File: src/rtl/i2c_bus_clear.sv
// i2c_bus_clear
//    Sits between an upstream I2C master/mux and the physical bus. In normal
//    operation it forwards the upstream open-drain drive to the bus and returns
//    the bus state upstream. When a slave holds SDA low while SCL idles high,
//    whether detected automatically or requested with force_clear, it takes
//    over the bus. It clocks SCL until SDA is released or MAX_PULSES pulses
//    have been tried. After a release it issues a STOP condition.
//
// Parameters
//    PRESCALE       clk cycles per generated SCL half-period (>= 2)
//    STUCK_TIMEOUT  consecutive stuck cycles before automatic recovery (>= 2)
//    MAX_PULSES     SCL pulses attempted before declaring failure
//
// Ports
//    clk, rst                        clock, synchronous active-high reset
//    mux_scl_o/t, mux_sda_o/t        upstream drive (t=1 released)
//    mux_scl_i, mux_sda_i            bus state returned upstream
//    scl_i, sda_i                    asynchronous bus pins
//    scl_o/t, sda_o/t                bus drive (o fixed 0, t=0 pulls low)
//    enable                          arms automatic stuck detection
//    force_clear                     single-cycle recovery request
//    busy                            high whenever not passing through
//    stuck                           sticky failed-recovery flag
//    clear_done, clear_fail          single-cycle completion pulses
module i2c_bus_clear #(
   parameter int PRESCALE      = 125,
   parameter int STUCK_TIMEOUT = 100000,
   parameter int MAX_PULSES    = 9
) (
   input  logic clk,
   input  logic rst,
   input  logic mux_scl_o,
   input  logic mux_scl_t,
   input  logic mux_sda_o,
   input  logic mux_sda_t,
   output logic mux_scl_i,
   output logic mux_sda_i,
   input  logic scl_i,
   input  logic sda_i,
   output logic scl_o,
   output logic scl_t,
   output logic sda_o,
   output logic sda_t,
   input  logic enable,
   input  logic force_clear,
   output logic busy,
   output logic stuck,
   output logic clear_done,
   output logic clear_fail
);

   localparam int PRE_W = $clog2(PRESCALE);
   localparam int STK_W = $clog2(STUCK_TIMEOUT);
   localparam int PC_W  = (MAX_PULSES < 1) ? 1 : $clog2(MAX_PULSES + 1);

   localparam logic [PRE_W-1:0] PRE_RELOAD = PRE_W'(PRESCALE - 1);
   localparam logic [STK_W-1:0] STK_LAST   = STK_W'(STUCK_TIMEOUT - 1);
   localparam logic [PC_W-1:0]  PC_MAX     = PC_W'(MAX_PULSES);

   typedef enum logic [2:0] {
      PASS,
      PULSE_LOW,
      PULSE_HIGH,
      STOP_A,
      STOP_B,
      STOP_C
   } state_t;

   state_t           state, next_state;
   logic [PRE_W-1:0] pre_cnt, pre_next;
   logic [PC_W-1:0]  pulse_cnt, pulse_next, pulse_inc;
   logic [STK_W-1:0] stuck_cnt, stuck_next;
   logic             scl_meta, scl_sync, sda_meta, sda_sync;
   logic             bus_stuck;
   logic             scl_t_next, sda_t_next, mux_scl_i_next, mux_sda_i_next;
   logic             done_next, fail_next, stuck_flag_next;

   // The open-drain outputs only ever pull low, so the data bits are constant.
   assign scl_o = 1'b0;
   assign sda_o = 1'b0;

   // Two-flop synchronizer for the asynchronous bus pins. The flops reset to
   // the idle (high) level so that a reset never looks like a stuck bus.
   always_ff @(posedge clk) begin
      if (rst) begin
         scl_meta <= 1'b1;
         scl_sync <= 1'b1;
         sda_meta <= 1'b1;
         sda_sync <= 1'b1;
      end else begin
         scl_meta <= scl_i;
         scl_sync <= scl_meta;
         sda_meta <= sda_i;
         sda_sync <= sda_meta;
      end
   end

   // Next-state logic. The bus counts as stuck only when upstream is not
   // itself holding SDA, so a long upstream START is never mistaken for a
   // hung slave. Outputs are derived from next_state, which keeps the
   // registered pin drive aligned with the state register.
   always_comb begin
      next_state      = state;
      pre_next        = pre_cnt;
      pulse_next      = pulse_cnt;
      pulse_inc       = pulse_cnt + 1'b1;
      stuck_next      = '0;
      done_next       = 1'b0;
      fail_next       = 1'b0;
      stuck_flag_next = stuck;
      bus_stuck       = !sda_sync && scl_sync && (mux_sda_t || mux_sda_o);

      if (state == PASS) begin
         if (bus_stuck) begin
            stuck_next = (stuck_cnt == STK_LAST) ? stuck_cnt : stuck_cnt + 1'b1;
         end
         if (force_clear || (enable && bus_stuck && stuck_cnt == STK_LAST)) begin
            next_state = PULSE_LOW;
            pre_next   = PRE_RELOAD;
            pulse_next = '0;
            stuck_next = '0;
         end
      end else if (pre_cnt != '0) begin
         pre_next = pre_cnt - 1'b1;
      end else begin
         pre_next = PRE_RELOAD;
         case (state)
            PULSE_LOW:  next_state = PULSE_HIGH;
            PULSE_HIGH: begin
               if (sda_sync) begin
                  next_state = STOP_A;
               end else begin
                  pulse_next = pulse_inc;
                  if (pulse_inc == PC_MAX) begin
                     next_state      = PASS;
                     fail_next       = 1'b1;
                     stuck_flag_next = 1'b1;
                  end else begin
                     next_state = PULSE_LOW;
                  end
               end
            end
            STOP_A:     next_state = STOP_B;
            STOP_B:     next_state = STOP_C;
            STOP_C: begin
               next_state      = PASS;
               done_next       = 1'b1;
               stuck_flag_next = 1'b0;
            end
            default:    next_state = PASS;
         endcase
      end

      // During recovery upstream sees SCL held low (clock stretch) and the
      // live SDA state; its drive is ignored.
      scl_t_next     = 1'b1;
      sda_t_next     = 1'b1;
      mux_scl_i_next = 1'b0;
      mux_sda_i_next = sda_sync;
      case (next_state)
         PASS: begin
            scl_t_next     = mux_scl_t | mux_scl_o;
            sda_t_next     = mux_sda_t | mux_sda_o;
            mux_scl_i_next = scl_sync;
         end
         PULSE_LOW:  scl_t_next = 1'b0;
         STOP_A: begin
            scl_t_next = 1'b0;
            sda_t_next = 1'b0;
         end
         STOP_B:     sda_t_next = 1'b0;
         default: begin
            scl_t_next = 1'b1;
            sda_t_next = 1'b1;
         end
      endcase
   end

   // State, counters and registered outputs. Reset releases both lines on
   // the very next edge, even in the middle of a recovery.
   always_ff @(posedge clk) begin
      if (rst) begin
         state      <= PASS;
         pre_cnt    <= '0;
         pulse_cnt  <= '0;
         stuck_cnt  <= '0;
         scl_t      <= 1'b1;
         sda_t      <= 1'b1;
         mux_scl_i  <= 1'b1;
         mux_sda_i  <= 1'b1;
         busy       <= 1'b0;
         stuck      <= 1'b0;
         clear_done <= 1'b0;
         clear_fail <= 1'b0;
      end else begin
         state      <= next_state;
         pre_cnt    <= pre_next;
         pulse_cnt  <= pulse_next;
         stuck_cnt  <= stuck_next;
         scl_t      <= scl_t_next;
         sda_t      <= sda_t_next;
         mux_scl_i  <= mux_scl_i_next;
         mux_sda_i  <= mux_sda_i_next;
         busy       <= (next_state != PASS);
         stuck      <= stuck_flag_next;
         clear_done <= done_next;
         clear_fail <= fail_next;
      end
   end

endmodule

File: config.mk
export PLATFORM = sky130hd
export DESIGN_NAME = i2c_bus_clear
export DESIGN_NICKNAME = d
export VERILOG_FILES = /design/src/rtl/i2c_bus_clear.sv
export SDC_FILE = /design/constraint.sdc
export NUM_CORES = 1
export LEC_CHECK = 0
export BUFFER_PORTS_ARGS = -buffer_cell sky130_fd_sc_hd__buf_2
export CELL_PAD_IN_SITES_DETAIL_PLACEMENT = 0
export CELL_PAD_IN_SITES_GLOBAL_PLACEMENT = 2
export CORE_MARGIN = 4
export CORE_UTILIZATION = 36
export CTS_CLUSTER_DIAMETER = 200
export CTS_CLUSTER_SIZE = 8
export DETAILED_ROUTE_END_ITERATION = 12
export PLACE_DENSITY = 0.84
export SYNTH_ARGS = -nofsm -noshare
export SYNTH_HDL_FRONTEND = slang
export SYNTH_SLANG_ARGS = --single-unit
File: constraint.sdc
create_clock -name clk -period 2.4 [get_ports clk]
set_clock_uncertainty 0.2 [all_clocks]
set_input_delay 0.6 -clock clk [delete_from_list [all_inputs] [get_ports clk]]
set_output_delay 0.6 -clock clk [all_outputs]
set_load 0.05 [all_outputs]
# Word level (Yosys, flattened, before mapping)
# Index checks and enable logic that the tools add are counted.
dict set report totals {
  ff_bits 43
  in_bits 10
  out_inout_bits 10
  elab_cells 82
}
dict set report classes {
  muxes 22
  eq_ne 15
  n_reduce_logical 20
  bitwise_logic 6
  addsub 3
}
# operator count
set op_table {}
lappend op_table {{7-bit two-way mux} 3}
lappend op_table {{4-bit two-way mux} 5}
lappend op_table {{17-bit by 1-bit adder with 17-bit output, second input constant} 1}
lappend op_table {{17-bit == test, second input constant} 1}
lappend op_table {{3-bit one-hot mux with 4 select lines} 1}
lappend op_table {{3-bit by 2-bit == test with 1-bit output, second input constant} 3}
lappend op_table {{3-bit == test, second input constant} 3}
lappend op_table {{3-bit two-way mux} 3}
lappend op_table {{7-bit nonzero test} 1}
lappend op_table {{7-bit by 1-bit subtractor with 7-bit output, second input constant} 1}
lappend op_table {{3-bit by 1-bit == test with 1-bit output, second input constant} 2}
lappend op_table {{3-bit logical NOT} 2}
lappend op_table {{1-bit two-way mux} 6}
lappend op_table {{2-bit != test, second input constant} 3}
lappend op_table {{1-bit one-hot mux with 2 select lines} 3}
lappend op_table {{5-bit AND reduction} 1}
lappend op_table {{5-bit OR reduction} 1}
lappend op_table {{4-bit by 1-bit adder with 4-bit output, second input constant} 1}
lappend op_table {{4-bit == test, second input constant} 1}
lappend op_table {{1-bit logical AND} 4}
lappend op_table {{2-bit by 1-bit != test with 1-bit output, second input constant} 2}
lappend op_table {{1-bit inverter} 4}
lappend op_table {{4-bit AND reduction} 1}
lappend op_table {{2-bit nonzero test} 2}
lappend op_table {{8 further kinds} 11}

# Longest topological paths before layout
dict set report depth {
  ltp_word 11
  depth_mapped 8
  ltp_nobuf 7
}

# Worst setup path after synthesis
# Ideal clock, no wire load.
dict set report synth_timing {
  path_type {input port to flip-flop}
  startpoint {input port mux_sda_o}
  endpoint {register stuck_cnt[11]}
  cell_stages 6
  setup_time_ns 0.064
  arrival_time_ns 1.912
  slack_ns 0.224
  n_path_buf 2
  t_required_ns 2.136
  path_cell_list {o21ai_0 > o41ai_4 > or3_1 > buf_2 > buf_4 > nor2_1}
}
dict set report synth_via {
  elab_chain_len 6
  word_cells_on_any_way 7
  classes_between {bitwise (1); reduce/logical (6)}
}
# item line_no
set synth_lines {}
lappend synth_lines {{from (decl)} 34} ;# input logic mux_sda_o,
lappend synth_lines {{1-bit logical OR (*)} 111} ;# bus_stuck = !sda_sync && scl_sync && (mux_sda_t || mux_sda_o);
lappend synth_lines {{1-bit logical AND (*)} 111}
lappend synth_lines {{1-bit logical AND (2 in a row)} 117} ;# if (force_clear || (enable && bus_stuck && stuck_cnt == STK_LAST)) begin
lappend synth_lines {{1-bit logical OR} 117}
lappend synth_lines {{4-bit OR reduction (no line) (*)} -}
lappend synth_lines {{to (signal assigned)} 199} ;# stuck_cnt <= stuck_next;
lappend synth_lines {{to (decl)} 72} ;# logic [STK_W-1:0] stuck_cnt, stuck_next;
# Every way passes the cells marked *; elsewhere a longest branch is shown, timed or not.
# A chain may end at the register's enable or synchronous reset.

# Final worst setup path
dict set report layout_timing {
  startpoint {register pre_cnt[0]}
  endpoint {register scl_t}
}
dict set report layout_via {
  elab_chain_len 6
  word_cells_on_any_way 8
  classes_between {eq/ne (2); mux (3); reduce/logical (3)}
}
# item line_no
set layout_lines {}
lappend layout_lines {{from (decl)} 70} ;# logic [PRE_W-1:0] pre_cnt, pre_next;
lappend layout_lines {{from (signal assigned)} 197} ;# pre_cnt <= pre_next;
lappend layout_lines {{7-bit nonzero test (*)} 123} ;# end else if (pre_cnt != '0) begin
lappend layout_lines {{3-bit two-way mux (*)} 123}
lappend layout_lines {{3-bit two-way mux (*)} 113} ;# if (state == PASS) begin
lappend layout_lines {{3-bit by 2-bit == test with 1-bit output or 3-bit by 1-bit == test with 1-bit output (tied branches)} 160} ;# case (next_state)
lappend layout_lines {{2-bit OR reduction (no line)} -}
lappend layout_lines {{1-bit one-hot mux with 2 select lines (*)} 160}
lappend layout_lines {{to (signal assigned)} 200} ;# scl_t <= scl_t_next;
lappend layout_lines {{to (decl)} 41} ;# output logic scl_t,
# Marks and branches as above.

==> impl_metrics.sql <==
INSERT INTO impl_metrics (metric_group, metric, value, unit) VALUES
('status', 'result_of_the_run', 'finished, final reports clean', ''),
('timing', 'hold_ws', '0.2144', 'ns'),
('setup_path', 'cp_slowest_cell', 'or3b_4', ''),
('logic_synthesis', 'synth_ff_type', 'dfxtp_1', ''),
('grt', 'grt_use_total', '0.1350', ''),
('place', 'dp.final_hpwl', '3293', 'µm'),
('finish', 'area_delta_synth_final', '14.39', '%'),
('logic_synthesis', 'yosys-top-cells-area', 'dfxtp_1 (40%), xor2_1 (5.7%), nor2_1 (4.9%), a21oi_1 (3.2%), ha_1 (2.3%)', ''),
('finish', 'antenna_cells', '0', ''),
('power_and_ir_drop', 'total_leakage_power', '0.9469', 'nW'),
('place', 'port-buffer-count', '17', ''),
('logic_synthesis', 'netlist.area_leader.share', '0.3991', ''),
('setup_path', 'r2r_cells', '8', ''),
('timing', 'fin_crit_sh', '0.9552', ''),
('grt', 'first_global_vias', '1728', ''),
('clocking', 'clock_tree.htree_level_count', '2', ''),
('power_and_ir_drop', 'fin_total_pwr', '1.530', 'mW'),
('floorplanning', 'floorplan.die.height', '85.41', 'µm'),
('logic_synthesis', 'synth_async_sr_flop_share', '0', ''),
('setup_path', 'timing.critical_path.arrival', '2.28', 'ns'),
('setup_path', 'cp_cell_sequence', 'inv_1, ha_1, or3b_4, nor2_1, and3_1, a221oi_2, buf_4, a211o_1', ''),
('grt', 'grt.overflow.total', '0', ''),
('detailed_routing', 'via_count', '1730', ''),
('floorplanning', 'die_x', '85.41', 'µm'),
('detailed_routing', 'routed_wirelength', '4518', 'µm'),
('setup_path', 'cpPeakStageDelay', '0.44', 'ns'),
('setup_path', 'timing.critical_path.required', '2.39', 'ns'),
('detailed_routing', 'antenna_violating_nets_post_route', '0', ''),
('floorplanning', 'design.core.area', '5642', 'µm²'),
('logic_synthesis', 'synthesis.yosys.warnings', '0', ''),
('clocking', 'clkSlewWorstSetupHoldPaths', '0.08', 'ns'),
('hold_path', 'min_path_cells', '1', ''),
('clocking', 'number_of_clock_buffers_inserted_by_tritoncts', '5', ''),
('timing', 'final_period_minus_worst_setup_slack', '2.292', 'ns'),
('logic_synthesis', 'post_synth_edffs', '0', ''),
('power_and_ir_drop', 'power.density', '620.2', 'nW/µm²'),
('timing', 'maxClockFrequency', '0.4362', 'GHz'),
('logic_synthesis', 'synth.ff_latch_count', '43', ''),
('setup_path', 'setup.worst_path.end_class', 'flop', ''),
('grt', 'grt_first_pass_wirelength', '7935', 'µm'),
('timing', 'timing_hold_violations_final', '0', ''),
('finish', 'finalNetCount', '281', ''),
('floorplanning', 'floorplan.die_area', '7294', 'µm²'),
('clocking', 'clock_path_buffers', '2', ''),
('floorplanning', 'number_of_core_rows', '27', ''),
('logic_synthesis', 'post_synth_inst_count', '241', ''),
('grt', 'grt_max_degree', '24', ''),
('detailed_routing', 'detailedRoute.firstPassIterationCount', '4', ''),
('setup_path', 'critPathKind', 'flop to flop', ''),
('clocking', 'cts_tree', 'done', ''),
('setup_path', 'critical_path_start_type', 'flop', ''),
('detailed_routing', 'wl_per_cell', '13.29', 'µm'),
('place', 'gpl.final_weighted_congestion', '0.7880', ''),
('timing', 'finalSetupViolations', '0', ''),
('logic_synthesis', 'syn-cell-area', '2157', 'µm²'),
('setup_path', 'timing.critical_path.fanout_max', '7', ''),
('logic_synthesis', 'synth.largest_area_cell', 'dfxtp_1', ''),
('floorplanning', 'pin_count', '20', ''),
('logic_synthesis', 'synth_seq_area_share', '0.3991', ''),
('detailed_routing', 'drtIter0Drc', '40', ''),
('clocking', 'root_buffer', 'clkbuf_8', ''),
('grt', 'grt_antenna_before_repair', '0', ''),
('clocking', 'cts_num_sinks', '43', ''),
('power_and_ir_drop', 'vdd_ir_drop_max', '0.0003494', 'V'),
('floorplanning', 'start_util', '0.3823', ''),
('timing', 'finalMaxSlewViolations', '0', ''),
('run', 'cap_viol_max_count', '0', ''),
('finish', 'layout_cells_sized_above_1', '0.2201', ''),
('clocking', 'clk-insertion-delay-late', '0.29', 'ns'),
('logic_synthesis', 'synth.avg_cell_area', '8.950', 'µm²'),
('detailed_routing', 'vias_per_cell', '5.088', ''),
('detailed_routing', 'drc_errors', '0', ''),
('hold_path', 'hold_class', 'flop to flop', ''),
('logic_synthesis', 'synth_cell_type_count', '56', '');
==> state kept, by name, summed over array words and instances, names as in the netlist <==
register,flops
sda_meta,1
pre_cnt,7
busy,1
scl_sync,1
clear_fail,1
scl_meta,1
clear_done,1
mux_sda_i,1
scl_t,1
stuck_cnt,17
sda_t,1
state,3
stuck,1
pulse_cnt,4
mux_scl_i,1
mux_sda_i_next,1
==> Yosys cell counts (all sizes together) (4+ instances only) <==
cell type,n
nand2,11
and2,7
xor2,14
o21ai,9
nand3,6
o31ai,4
or3,4
inv,8
buf,9
or2,5
nor3,7
dfxtp,43
nand4,4
o211ai,4
clkbuf,6
and3,5
a21oi,15
ha,4
nor2,28
==> cells in the final DEF, fill, tap and decap left out, drive strengths merged, types with 4 or more instances in the layout <==
master,synthesis,routed
a21oi,15,15
and2,7,7
and3,5,5
buf,9,33
clkbuf,6,6
dfxtp,43,43
ha,4,4
inv,8,8
nand2,11,11
nand3,6,6
nand4,4,4
nor2,28,28
nor3,7,7
o211ai,4,4
o21ai,9,9
o31ai,4,4
or2,5,5
or3,4,4
xor2,14,14
==> worst paths after layout <==
kind / slack [ns] / end / from
worst max-delay path: 0.11 / scl_t$_SDFF_PP1_ / pre_cnt[0]$_SDFFE_PP0P_
worst min-delay path: 0.21 / mux_sda_i_next$_SDFF_PP1_ / sda_meta$_SDFF_PP1_
worst max register to register: 0.11 / scl_t$_SDFF_PP1_ / pre_cnt[0]$_SDFFE_PP0P_
worst min register to register: 0.21 / mux_sda_i_next$_SDFF_PP1_ / sda_meta$_SDFF_PP1_
==> worst max-delay path, delay by kind of cell, from the launching register on <==
family          cells  cell delay [ns]
compound gates      2             0.31
fa+ha+maj           1             0.19
buf+inv             2             0.25
flops               1             0.31
simple gates        3             0.91
==> through the flow <==
stage               std cells    util  setup WS, ns  cell area (µm²)   TNS (ns)
floorplan                 242       -        0.2236             2161          0
global placement          331  0.4185       0.04077             2361          0
detailed placement        331  0.4185       0.07081             2361          0
CTS                       339  0.4336       0.05290             2446          0
global route              340  0.4373     -0.004053             2467  -0.004053
finish                    340  0.4373        0.1075             2467          0
==> cell type report <==
cell class | count | area (µm²)
Fill cell | 565 | 3174
Sequential cell | 43 | 860.8
Clock inverter | 2 | 12.51
Multi-Input combinational cell | 176 | 1196
Clock buffer | 6 | 72.57
Timing Repair Buffer | 33 | 205.2
Inverter | 8 | 30.03
Tap cell | 72 | 90.09
==> cell families after synthesis <==
kind of cell | share of synthesized area
and+or+nand+nor | 0.2477
other | 0.001738
muxes | 0.01392
buffers and inverters | 0.05452
xor gates and xnor gates | 0.06497
adders and majority gates | 0.02320
AOI/OAI and AO/OA | 0.1949
DFF | 0.3991
==> what timing repair did <==
action	CTS	global route
hold buffers	0	0
endpoints found under the setup margin	0	7
buffers inserted	0	1
gates resized for setup	0	4
==> report_power, final <==
group          leakage [nW]  switching [mW]  total [mW]  internal, mW
clock network        0.0412           0.245       0.449         0.204
logic                 0.555           0.177       0.302         0.125
registers             0.351          0.0320       0.780         0.748
==> metal layers <==
| metal | track usage | wire length (µm) | vias to the layer above |
|---|---|---|---|
| li1 | - | - | 910 |
| met3 | 0.04369 | 237 | 9 |
| met2 | 0.2232 | 2051 | 35 |
| met1 | 0.1615 | 2134 | 776 |
| met5 | 0 | 0 | - |
| met4 | 0.05324 | 94 | 0 |
(Power assumes the default switching activity.)
